[src/rtl/cache_refill_unit_pkg.sv]
// Shared types and helpers for the data-cache refill path.
// Used by cache_refill_unit and the cache controller.
package cache_pkg;

  typedef enum logic [2:0] {
    IDLE,
    WB_REQ,
    RD_REQ,
    RD_WAIT,
    DONE
  } state_t;

  localparam int unsigned WORD_BYTES = 4;
  localparam int unsigned WORD_OFF_W = $clog2(WORD_BYTES);

  // Clears the in-block offset bits (word index plus byte offset).
  function automatic logic [31:0] block_align(input logic [31:0] addr,
                                              input int unsigned off_bits);
    return addr & ~((32'd1 << off_bits) - 32'd1);
  endfunction

endpackage

[src/rtl/cache_refill_unit_if.sv]
// Bundle of the miss-request, victim-read, fill and memory-bus signals.
// master = refill unit, slave = cache array / controller / memory side.
interface cache_refill_unit_if #(
  parameter int ADDR_WIDTH      = 32,
  parameter int DATA_WIDTH      = 32,
  parameter int WORDS_PER_BLOCK = 8,
  parameter int IDX_W           = $clog2(WORDS_PER_BLOCK)
);
  logic                  miss_req_valid;
  logic                  miss_req_ready;
  logic [ADDR_WIDTH-1:0] miss_addr;
  logic                  victim_dirty;
  logic [ADDR_WIDTH-1:0] victim_addr;
  logic [IDX_W-1:0]      victim_word_idx;
  logic [DATA_WIDTH-1:0] victim_rdata;
  logic                  fill_we;
  logic [IDX_W-1:0]      fill_word_idx;
  logic [DATA_WIDTH-1:0] fill_data;
  logic                  fill_done;
  logic                  busy;
  logic                  mem_req_valid;
  logic                  mem_req_ready;
  logic                  mem_req_we;
  logic [ADDR_WIDTH-1:0] mem_req_addr;
  logic [DATA_WIDTH-1:0] mem_req_wdata;
  logic                  mem_rsp_valid;
  logic [DATA_WIDTH-1:0] mem_rsp_rdata;

  modport master (
    input  miss_req_valid, miss_addr, victim_dirty, victim_addr, victim_rdata,
           mem_req_ready, mem_rsp_valid, mem_rsp_rdata,
    output miss_req_ready, victim_word_idx, fill_we, fill_word_idx, fill_data,
           fill_done, busy, mem_req_valid, mem_req_we, mem_req_addr, mem_req_wdata
  );

  modport slave (
    output miss_req_valid, miss_addr, victim_dirty, victim_addr, victim_rdata,
           mem_req_ready, mem_rsp_valid, mem_rsp_rdata,
    input  miss_req_ready, victim_word_idx, fill_we, fill_word_idx, fill_data,
           fill_done, busy, mem_req_valid, mem_req_we, mem_req_addr, mem_req_wdata
  );

endinterface

[src/rtl/cache_refill_unit_addr_gen.sv]
// Word index / address generator: (start + cnt) wraps modulo the block size,
// address = block base + index * WORD_BYTES.
module refill_addr_gen
  import cache_pkg::*;
#(
  parameter int ADDR_WIDTH = 32,
  parameter int IDX_W      = 3
) (
  input  logic [ADDR_WIDTH-1:0] base,
  input  logic [IDX_W-1:0]      start_idx,
  input  logic [IDX_W-1:0]      cnt,
  output logic [IDX_W-1:0]      word_idx,
  output logic [ADDR_WIDTH-1:0] addr
);

  // Natural IDX_W-bit overflow gives the modulo-block wrap for free.
  assign word_idx = start_idx + cnt;
  assign addr     = base | (ADDR_WIDTH'(word_idx) << WORD_OFF_W);

endmodule

[src/rtl/cache_refill_unit.sv]
// Refill / write-back engine: optional dirty-victim write-back, then block fetch.
// Build option: CACHE_REFILL_CRITICAL_WORD_FIRST_EN starts the fetch at the missed word.
module cache_refill_unit
  import cache_pkg::*;
#(
  parameter int ADDR_WIDTH      = 32,
  parameter int DATA_WIDTH      = 32,
  parameter int WORDS_PER_BLOCK = 8,
  parameter int IDX_W           = $clog2(WORDS_PER_BLOCK)
) (
  input logic                 clk,
  input logic                 rst,
  cache_refill_unit_if.master bus
);

  localparam logic [IDX_W-1:0] LAST_IDX = IDX_W'(WORDS_PER_BLOCK - 1);
  localparam int unsigned      OFF_W    = IDX_W + WORD_OFF_W;

  state_t                state_q, state_d;
  logic [IDX_W-1:0]      cnt_q, cnt_d;
  logic [ADDR_WIDTH-1:0] miss_base_q, miss_base_d;
  logic [ADDR_WIDTH-1:0] victim_base_q, victim_base_d;
  logic [IDX_W-1:0]      start_q, start_d;
  logic                  fill_we_q, fill_we_d;
  logic [IDX_W-1:0]      fill_idx_q, fill_idx_d;
  logic [DATA_WIDTH-1:0] fill_data_q, fill_data_d;

  logic [ADDR_WIDTH-1:0] gen_base, gen_addr;
  logic [IDX_W-1:0]      gen_start, gen_idx;
  logic [IDX_W-1:0]      req_start;

`ifdef CACHE_REFILL_CRITICAL_WORD_FIRST_EN
  assign req_start = bus.miss_addr[OFF_W-1:WORD_OFF_W];
`else
  assign req_start = '0;
`endif

  // Write-back always runs 0..N-1 from the victim base; reads use the latched start.
  assign gen_base  = (state_q == WB_REQ) ? victim_base_q : miss_base_q;
  assign gen_start = (state_q == WB_REQ) ? '0 : start_q;

  refill_addr_gen #(
    .ADDR_WIDTH (ADDR_WIDTH),
    .IDX_W      (IDX_W)
  ) u_addr_gen (
    .base      (gen_base),
    .start_idx (gen_start),
    .cnt       (cnt_q),
    .word_idx  (gen_idx),
    .addr      (gen_addr)
  );

  always_ff @(posedge clk) begin
    if (rst) begin
      state_q       <= IDLE;
      cnt_q         <= '0;
      miss_base_q   <= '0;
      victim_base_q <= '0;
      start_q       <= '0;
      fill_we_q     <= 1'b0;
      fill_idx_q    <= '0;
      fill_data_q   <= '0;
    end else begin
      state_q       <= state_d;
      cnt_q         <= cnt_d;
      miss_base_q   <= miss_base_d;
      victim_base_q <= victim_base_d;
      start_q       <= start_d;
      fill_we_q     <= fill_we_d;
      fill_idx_q    <= fill_idx_d;
      fill_data_q   <= fill_data_d;
    end
  end

  always_comb begin
    state_d             = state_q;
    cnt_d               = cnt_q;
    miss_base_d         = miss_base_q;
    victim_base_d       = victim_base_q;
    start_d             = start_q;
    fill_we_d           = 1'b0;
    fill_idx_d          = fill_idx_q;
    fill_data_d         = fill_data_q;
    bus.miss_req_ready  = 1'b0;
    bus.mem_req_valid   = 1'b0;
    bus.mem_req_we      = 1'b0;
    bus.mem_req_addr    = '0;
    bus.mem_req_wdata   = '0;
    bus.victim_word_idx = '0;
    bus.fill_done       = 1'b0;

    unique case (state_q)
      IDLE: begin
        bus.miss_req_ready = 1'b1;
        if (bus.miss_req_valid) begin
          miss_base_d   = ADDR_WIDTH'(block_align(32'(bus.miss_addr), OFF_W));
          victim_base_d = ADDR_WIDTH'(block_align(32'(bus.victim_addr), OFF_W));
          start_d       = req_start;
          cnt_d         = '0;
          state_d       = bus.victim_dirty ? WB_REQ : RD_REQ;
        end
      end
      WB_REQ: begin
        bus.mem_req_valid   = 1'b1;
        bus.mem_req_we      = 1'b1;
        bus.mem_req_addr    = gen_addr;
        bus.mem_req_wdata   = bus.victim_rdata;
        bus.victim_word_idx = cnt_q;
        if (bus.mem_req_ready) begin
          if (cnt_q == LAST_IDX) begin
            cnt_d   = '0;
            state_d = RD_REQ;
          end else begin
            cnt_d = cnt_q + 1'b1;
          end
        end
      end
      RD_REQ: begin
        bus.mem_req_valid = 1'b1;
        bus.mem_req_addr  = gen_addr;
        if (bus.mem_req_ready) state_d = RD_WAIT;
      end
      RD_WAIT: begin
        if (bus.mem_rsp_valid) begin
          fill_we_d   = 1'b1;
          fill_idx_d  = gen_idx;
          fill_data_d = bus.mem_rsp_rdata;
          if (cnt_q == LAST_IDX) begin
            state_d = DONE;
          end else begin
            cnt_d   = cnt_q + 1'b1;
            state_d = RD_REQ;
          end
        end
      end
      DONE: begin
        // Lines up with the registered final fill_we.
        bus.fill_done = 1'b1;
        state_d       = IDLE;
      end
      default: state_d = IDLE;
    endcase
  end

  assign bus.busy          = (state_q != IDLE);
  assign bus.fill_we       = fill_we_q;
  assign bus.fill_word_idx = fill_idx_q;
  assign bus.fill_data     = fill_data_q;

endmodule

[src/flat_wrapper.sv]
// flat-port wrapper written by rule: the top's interface ports become plain ports
module cache_refill_unit_flat import cache_pkg::*;
#(
  parameter int ADDR_WIDTH      = 32,
  parameter int DATA_WIDTH      = 32,
  parameter int WORDS_PER_BLOCK = 8,
  parameter int IDX_W           = $clog2(WORDS_PER_BLOCK)
)
  (clk, rst, bus_miss_req_valid, bus_miss_addr, bus_victim_dirty, bus_victim_addr, bus_victim_rdata, bus_mem_req_ready, bus_mem_rsp_valid, bus_mem_rsp_rdata, bus_miss_req_ready, bus_victim_word_idx, bus_fill_we, bus_fill_word_idx, bus_fill_data, bus_fill_done, bus_busy, bus_mem_req_valid, bus_mem_req_we, bus_mem_req_addr, bus_mem_req_wdata);
  cache_refill_unit_if #(.ADDR_WIDTH(ADDR_WIDTH), .DATA_WIDTH(DATA_WIDTH), .WORDS_PER_BLOCK(WORDS_PER_BLOCK), .IDX_W(IDX_W)) bus_i ();
  input logic clk;
  input logic rst;
  input wire logic [$bits(bus_i.miss_req_valid)-1:0] bus_miss_req_valid;
  input wire logic [$bits(bus_i.miss_addr)-1:0] bus_miss_addr;
  input wire logic [$bits(bus_i.victim_dirty)-1:0] bus_victim_dirty;
  input wire logic [$bits(bus_i.victim_addr)-1:0] bus_victim_addr;
  input wire logic [$bits(bus_i.victim_rdata)-1:0] bus_victim_rdata;
  input wire logic [$bits(bus_i.mem_req_ready)-1:0] bus_mem_req_ready;
  input wire logic [$bits(bus_i.mem_rsp_valid)-1:0] bus_mem_rsp_valid;
  input wire logic [$bits(bus_i.mem_rsp_rdata)-1:0] bus_mem_rsp_rdata;
  output wire logic [$bits(bus_i.miss_req_ready)-1:0] bus_miss_req_ready;
  output wire logic [$bits(bus_i.victim_word_idx)-1:0] bus_victim_word_idx;
  output wire logic [$bits(bus_i.fill_we)-1:0] bus_fill_we;
  output wire logic [$bits(bus_i.fill_word_idx)-1:0] bus_fill_word_idx;
  output wire logic [$bits(bus_i.fill_data)-1:0] bus_fill_data;
  output wire logic [$bits(bus_i.fill_done)-1:0] bus_fill_done;
  output wire logic [$bits(bus_i.busy)-1:0] bus_busy;
  output wire logic [$bits(bus_i.mem_req_valid)-1:0] bus_mem_req_valid;
  output wire logic [$bits(bus_i.mem_req_we)-1:0] bus_mem_req_we;
  output wire logic [$bits(bus_i.mem_req_addr)-1:0] bus_mem_req_addr;
  output wire logic [$bits(bus_i.mem_req_wdata)-1:0] bus_mem_req_wdata;
  assign bus_i.miss_req_valid = bus_miss_req_valid;
  assign bus_i.miss_addr = bus_miss_addr;
  assign bus_i.victim_dirty = bus_victim_dirty;
  assign bus_i.victim_addr = bus_victim_addr;
  assign bus_i.victim_rdata = bus_victim_rdata;
  assign bus_i.mem_req_ready = bus_mem_req_ready;
  assign bus_i.mem_rsp_valid = bus_mem_rsp_valid;
  assign bus_i.mem_rsp_rdata = bus_mem_rsp_rdata;
  assign bus_miss_req_ready = bus_i.miss_req_ready;
  assign bus_victim_word_idx = bus_i.victim_word_idx;
  assign bus_fill_we = bus_i.fill_we;
  assign bus_fill_word_idx = bus_i.fill_word_idx;
  assign bus_fill_data = bus_i.fill_data;
  assign bus_fill_done = bus_i.fill_done;
  assign bus_busy = bus_i.busy;
  assign bus_mem_req_valid = bus_i.mem_req_valid;
  assign bus_mem_req_we = bus_i.mem_req_we;
  assign bus_mem_req_addr = bus_i.mem_req_addr;
  assign bus_mem_req_wdata = bus_i.mem_req_wdata;
  cache_refill_unit #(.ADDR_WIDTH(ADDR_WIDTH), .DATA_WIDTH(DATA_WIDTH), .WORDS_PER_BLOCK(WORDS_PER_BLOCK), .IDX_W(IDX_W)) u_core (.clk(clk), .rst(rst), .bus(bus_i));
endmodule
[config.mk]
export PLATFORM = sky130hd
export DESIGN_NAME = cache_refill_unit_flat
export DESIGN_NICKNAME = d
export VERILOG_FILES = /design/src/rtl/cache_refill_unit_pkg.sv /design/src/rtl/cache_refill_unit_if.sv /design/src/rtl/cache_refill_unit_addr_gen.sv /design/src/rtl/cache_refill_unit.sv /design/src/flat_wrapper.sv
export SDC_FILE = /design/constraint.sdc
export NUM_CORES = 1
export LEC_CHECK = 0
export CAP_MARGIN = 20
export CORE_ASPECT_RATIO = 0.6
export CORE_MARGIN = 2
export CORE_UTILIZATION = 38
export CTS_CLUSTER_DIAMETER = 50
export DETAILED_ROUTE_END_ITERATION = 16
export GPL_ROUTABILITY_DRIVEN = 0
export PLACE_DENSITY = 0.89
export SETUP_SLACK_MARGIN = 0.15
export SYNTH_ARGS = -nofsm -noshare
export SYNTH_HDL_FRONTEND = slang
export SYNTH_SLANG_ARGS = --single-unit
[constraint.sdc]
create_clock -name clk -period 1.8 [get_ports clk]
set_input_delay 0.18 -clock clk [delete_from_list [all_inputs] [get_ports clk]]
set_output_delay 0.18 -clock clk [all_outputs]
set_load 0.05 [all_outputs]
==> impl_metrics.tcl <==
set metrics [dict create \
    drtPass1Iterations 5 \
    htreeDepth 3 \
    grt_pass1_vias 4727 \
    synth_compound_area_share_pct 15.9 \
    report.final.slew_viol_count 0 \
    clk_latency_ps 340 \
    synth-xor-area-share_pct 0.210 \
    grt_use_met3_pct 8.30 \
    vias 4790 \
    cp_slowest_cell "dfxtp_2" \
    min_period_ps 1810 \
    syn_to_final_growth_pct 94.5 \
    clk_path_buf_depth 2 \
    finalWirelength_um 15100 \
    io_pins 242 \
    slew_headroom_pct 64.6 \
    swShare_pct 36.2 \
    ys_types 30 \
    synth.area.mux_share_pct 0.958 \
    drtIter0Drc 256 \
    dieArea_um2 11900 \
    fp-row-count 29 \
    grt_max_degree 55 \
    cp-start-kind "flip-flop" \
    postLayoutSetupSlackWorst_ps -9.52 \
    synth-simple-area-share_pct 30.0 \
    cts_hold_buffers 0 \
    synthAdderAreaFrac_pct 0.898 \
    rsz0062_at_grt "yes" \
    path_max_fanout 10 \
    final_cells 944 \
    top_usage_layer "met2" \
    synth_largest_area_cell "dfxtp_1" \
    avgSynthCellArea_um2 7.20 \
    port_buffers 229 \
    gr-usage-all-layers_pct 25.2 \
    n_antenna_cell 0 \
    clk_pin_slew_worst_paths_ps 80 \
    ys_warn_count 0 \
    yosys.cell_count.top_type "nand2_1" \
    synthCells 580 \
    final_antenna_net_count 0 \
    period_share_pct 101 \
    cp-end-kind "output port" \
    setup.worst_path.class "flip-flop to output port" \
    overflow 0 \
    ys_async_sr_fraction_pct 0 \
    synth_ff_type "dfxtp_1" \
    violations "setup timing" \
    core_area_um2 10600 \
    nets 937 \
    start_util_pct 39.3 \
    drive_gt1_share_pct 20.6 \
    cts-root-buf "clkbuf_16" \
    fmax_mhz 553 \
    grt_use_met2_pct 43.4 \
    synth_common_cells "nand2_1, a21oi_1, dfxtp_1" \
    synth_area_um2 4180 \
    status "finished with violations" \
    fill_cells 710 \
    max_stage_delay_ps 390 \
    ys_ff_latch 96 \
    place_inst 924 \
    cts_sinks 96 \
    met1_usage_pct 30.2 \
    hold_viol_final 0 \
    final_util_pct 76.4 \
    p_int_mw 4.48 \
    antenna_found_initial 0 \
    synth_edf_count 0 \
    cp.required_ps 1620 \
    cp_data_arrival_time_ps 1630 \
    fin_skew_ps 9.08 \
    dp_hpwl_um 10900 \
    drc_errors 0 \
    synth_top_family_by_area "simple AND/OR/NAND/NOR gates" \
    leakagePower_nw 3.20 \
    placed_area_um2 7530 \
    cap_viol_max_count 0 \
    die_x_um 139 \
    hold-worst-slack_ps 249 \
    synth-seq-area-share_pct 46.0 \
    synth_top_area_share_pct 46.0 \
    grt_pass1_wl_um 23900 \
    p_switching_mw 2.54 \
    seq_power_share_pct 33.4 \
    p_per_area_nw_per_um2 864 \
    cts_buffers 9 \
    wl_per_cell_um 16.0 \
    synthTopCellsByArea "dfxtp_1, nand2_1, a21oi_1, and3_1, clkbuf_1" \
    setup_violations 2 \
    viasPerCell 5.07 \
    postLayoutCellArea_um2 8130 \
    fp.dieH_um 85.2 \
    power_frac_comb_pct 39.3 \
    report.power.total_mw 7.02 \
    tightestPinTransition_ps 534 \
    cts_tree "yes" \
    crit_chain "xor2_2 > nand2b_4 > buf_16 > a21oi_4 > buf_12" \
    min_path_type "primary input to flip-flop" \
    clockPowerShare_pct 27.3 \
    ir_drop_mv 0.591 \
]
## power by group through the flow
stage               registers (mW)  clock network, mW  logic [mW]
finish                        2.34               1.92        2.76
global route                  2.36               2.07        2.89
CTS                           2.34               1.97        2.74
detailed placement            2.38                  0        2.47
global placement              2.37                  0        2.44
floorplan                     2.41                  0        1.24
## worst max-delay path, delay by kind of cell, from the launching register on
family	cells	cell delay [ps]
buffers and inverters	2	360
flip-flops	1	390
AND/OR/NAND/NOR	1	170
AO/OA/AOI/OAI	1	160
XOR/XNOR	1	190
## repair_timing
| action | in CTS | in global routing |
|---|---|---|
| setup endpoints to repair | 100 | 74 |
| cloned | 2 | 0 |
| setup buffers | 2 | 0 |
| gates resized for setup | 86 | 8 |
| pin swaps | 2 | 1 |
## flip-flops by register name, indices dropped and copies added (netlist names)
signal / count
u_core.state_q: 3
u_core.cnt_q: 3
u_core.miss_base_q: 27
u_core.victim_base_q: 27
u_core.bus.fill_we: 1
u_core.bus.fill_data: 32
u_core.bus.fill_word_idx: 3
## layer usage
| metal | routed length [µm] | vias up |
|---|---|---|
| li1 | - | 2322 |
| met1 | 6130 | 2224 |
| met2 | 7380 | 214 |
| met3 | 1220 | 30 |
| met4 | 359 | 0 |
| met5 | 0 | - |
## per-stage QoR
| stage | setup TNS (ps) | setup slack [ps] |
|---|---|---|
| final | -14.1 | -9.52 |
| after detailed placement | 0 | 129 |
| after floorplan | -2220 | -140 |
| after global routing | -924 | -59.2 |
| after global placement | 0 | 206 |
| after CTS | -9.24 | -9.24 |
## path summary, 6_finish.rpt
kind / startpoint / endpoint / slack (ps) / cells after the start
setup / recovery: u_core.state_q[1] / bus_mem_req_addr[8] / -10 / 5
hold / removal: rst / u_core.cnt_q[1] / 250 / 2
setup reg to reg: u_core.cnt_q[1] / u_core.state_q[1] / 210 / 6
hold reg to reg: u_core.bus.fill_data[19] / u_core.bus.fill_data[19] / 450 / 2
## cell families after synthesis
family,after synthesis
xor+xnor,1
simple gates,294
buf+inv,56
compound gates,125
fa+ha+maj,3
other cells,1
flops,96
mux,4
## cell type report
| cell class | instances | area (µm²) | share of cell area [%] |
|---|---|---|---|
| Sequential cell | 96 | 1930 | 23.7 |
| Inverter | 8 | 35.0 | 0.431 |
| Clock buffer | 9 | 225 | 2.77 |
| Timing Repair Buffer | 256 | 3280 | 40.4 |
| Multi-Input combinational cell | 429 | 2400 | 29.5 |
| Clock inverter | 7 | 81.3 | 1.00 |
| Tap cell | 139 | 174 | 2.14 |
## cells in the final DEF (no fill, tap or decap), types with 2 or more instances in the layout
| cell type | Yosys | routed |
|---|---|---|
| a21oi_1 | 118 | 91 |
| a21oi_4 | 0 | 27 |
| and3_1 | 34 | 34 |
| buf_12 | 0 | 76 |
| buf_16 | 0 | 2 |
| buf_4 | 5 | 14 |
| buf_6 | 0 | 4 |
| clkbuf_16 | 0 | 9 |
| clkdlybuf4s50_1 | 0 | 122 |
| clkinv_4 | 0 | 2 |
| clkinv_8 | 0 | 2 |
| conb_1 | 1 | 2 |
| dfxtp_1 | 96 | 93 |
| dfxtp_2 | 0 | 2 |
| dlygate4sd2_1 | 0 | 36 |
| ha_1 | 3 | 2 |
| inv_1 | 7 | 7 |
| inv_6 | 0 | 2 |
| inv_8 | 0 | 2 |
| mux2i_1 | 4 | 4 |
| nand2_1 | 237 | 235 |
| nand2_2 | 0 | 2 |
| nand4b_1 | 3 | 3 |
| nor2_1 | 10 | 4 |
| nor2_2 | 1 | 3 |
| nor2_4 | 0 | 4 |
| nor3_1 | 3 | 2 |
| nor3_4 | 1 | 2 |
Power figures use the tool's default switching activity.
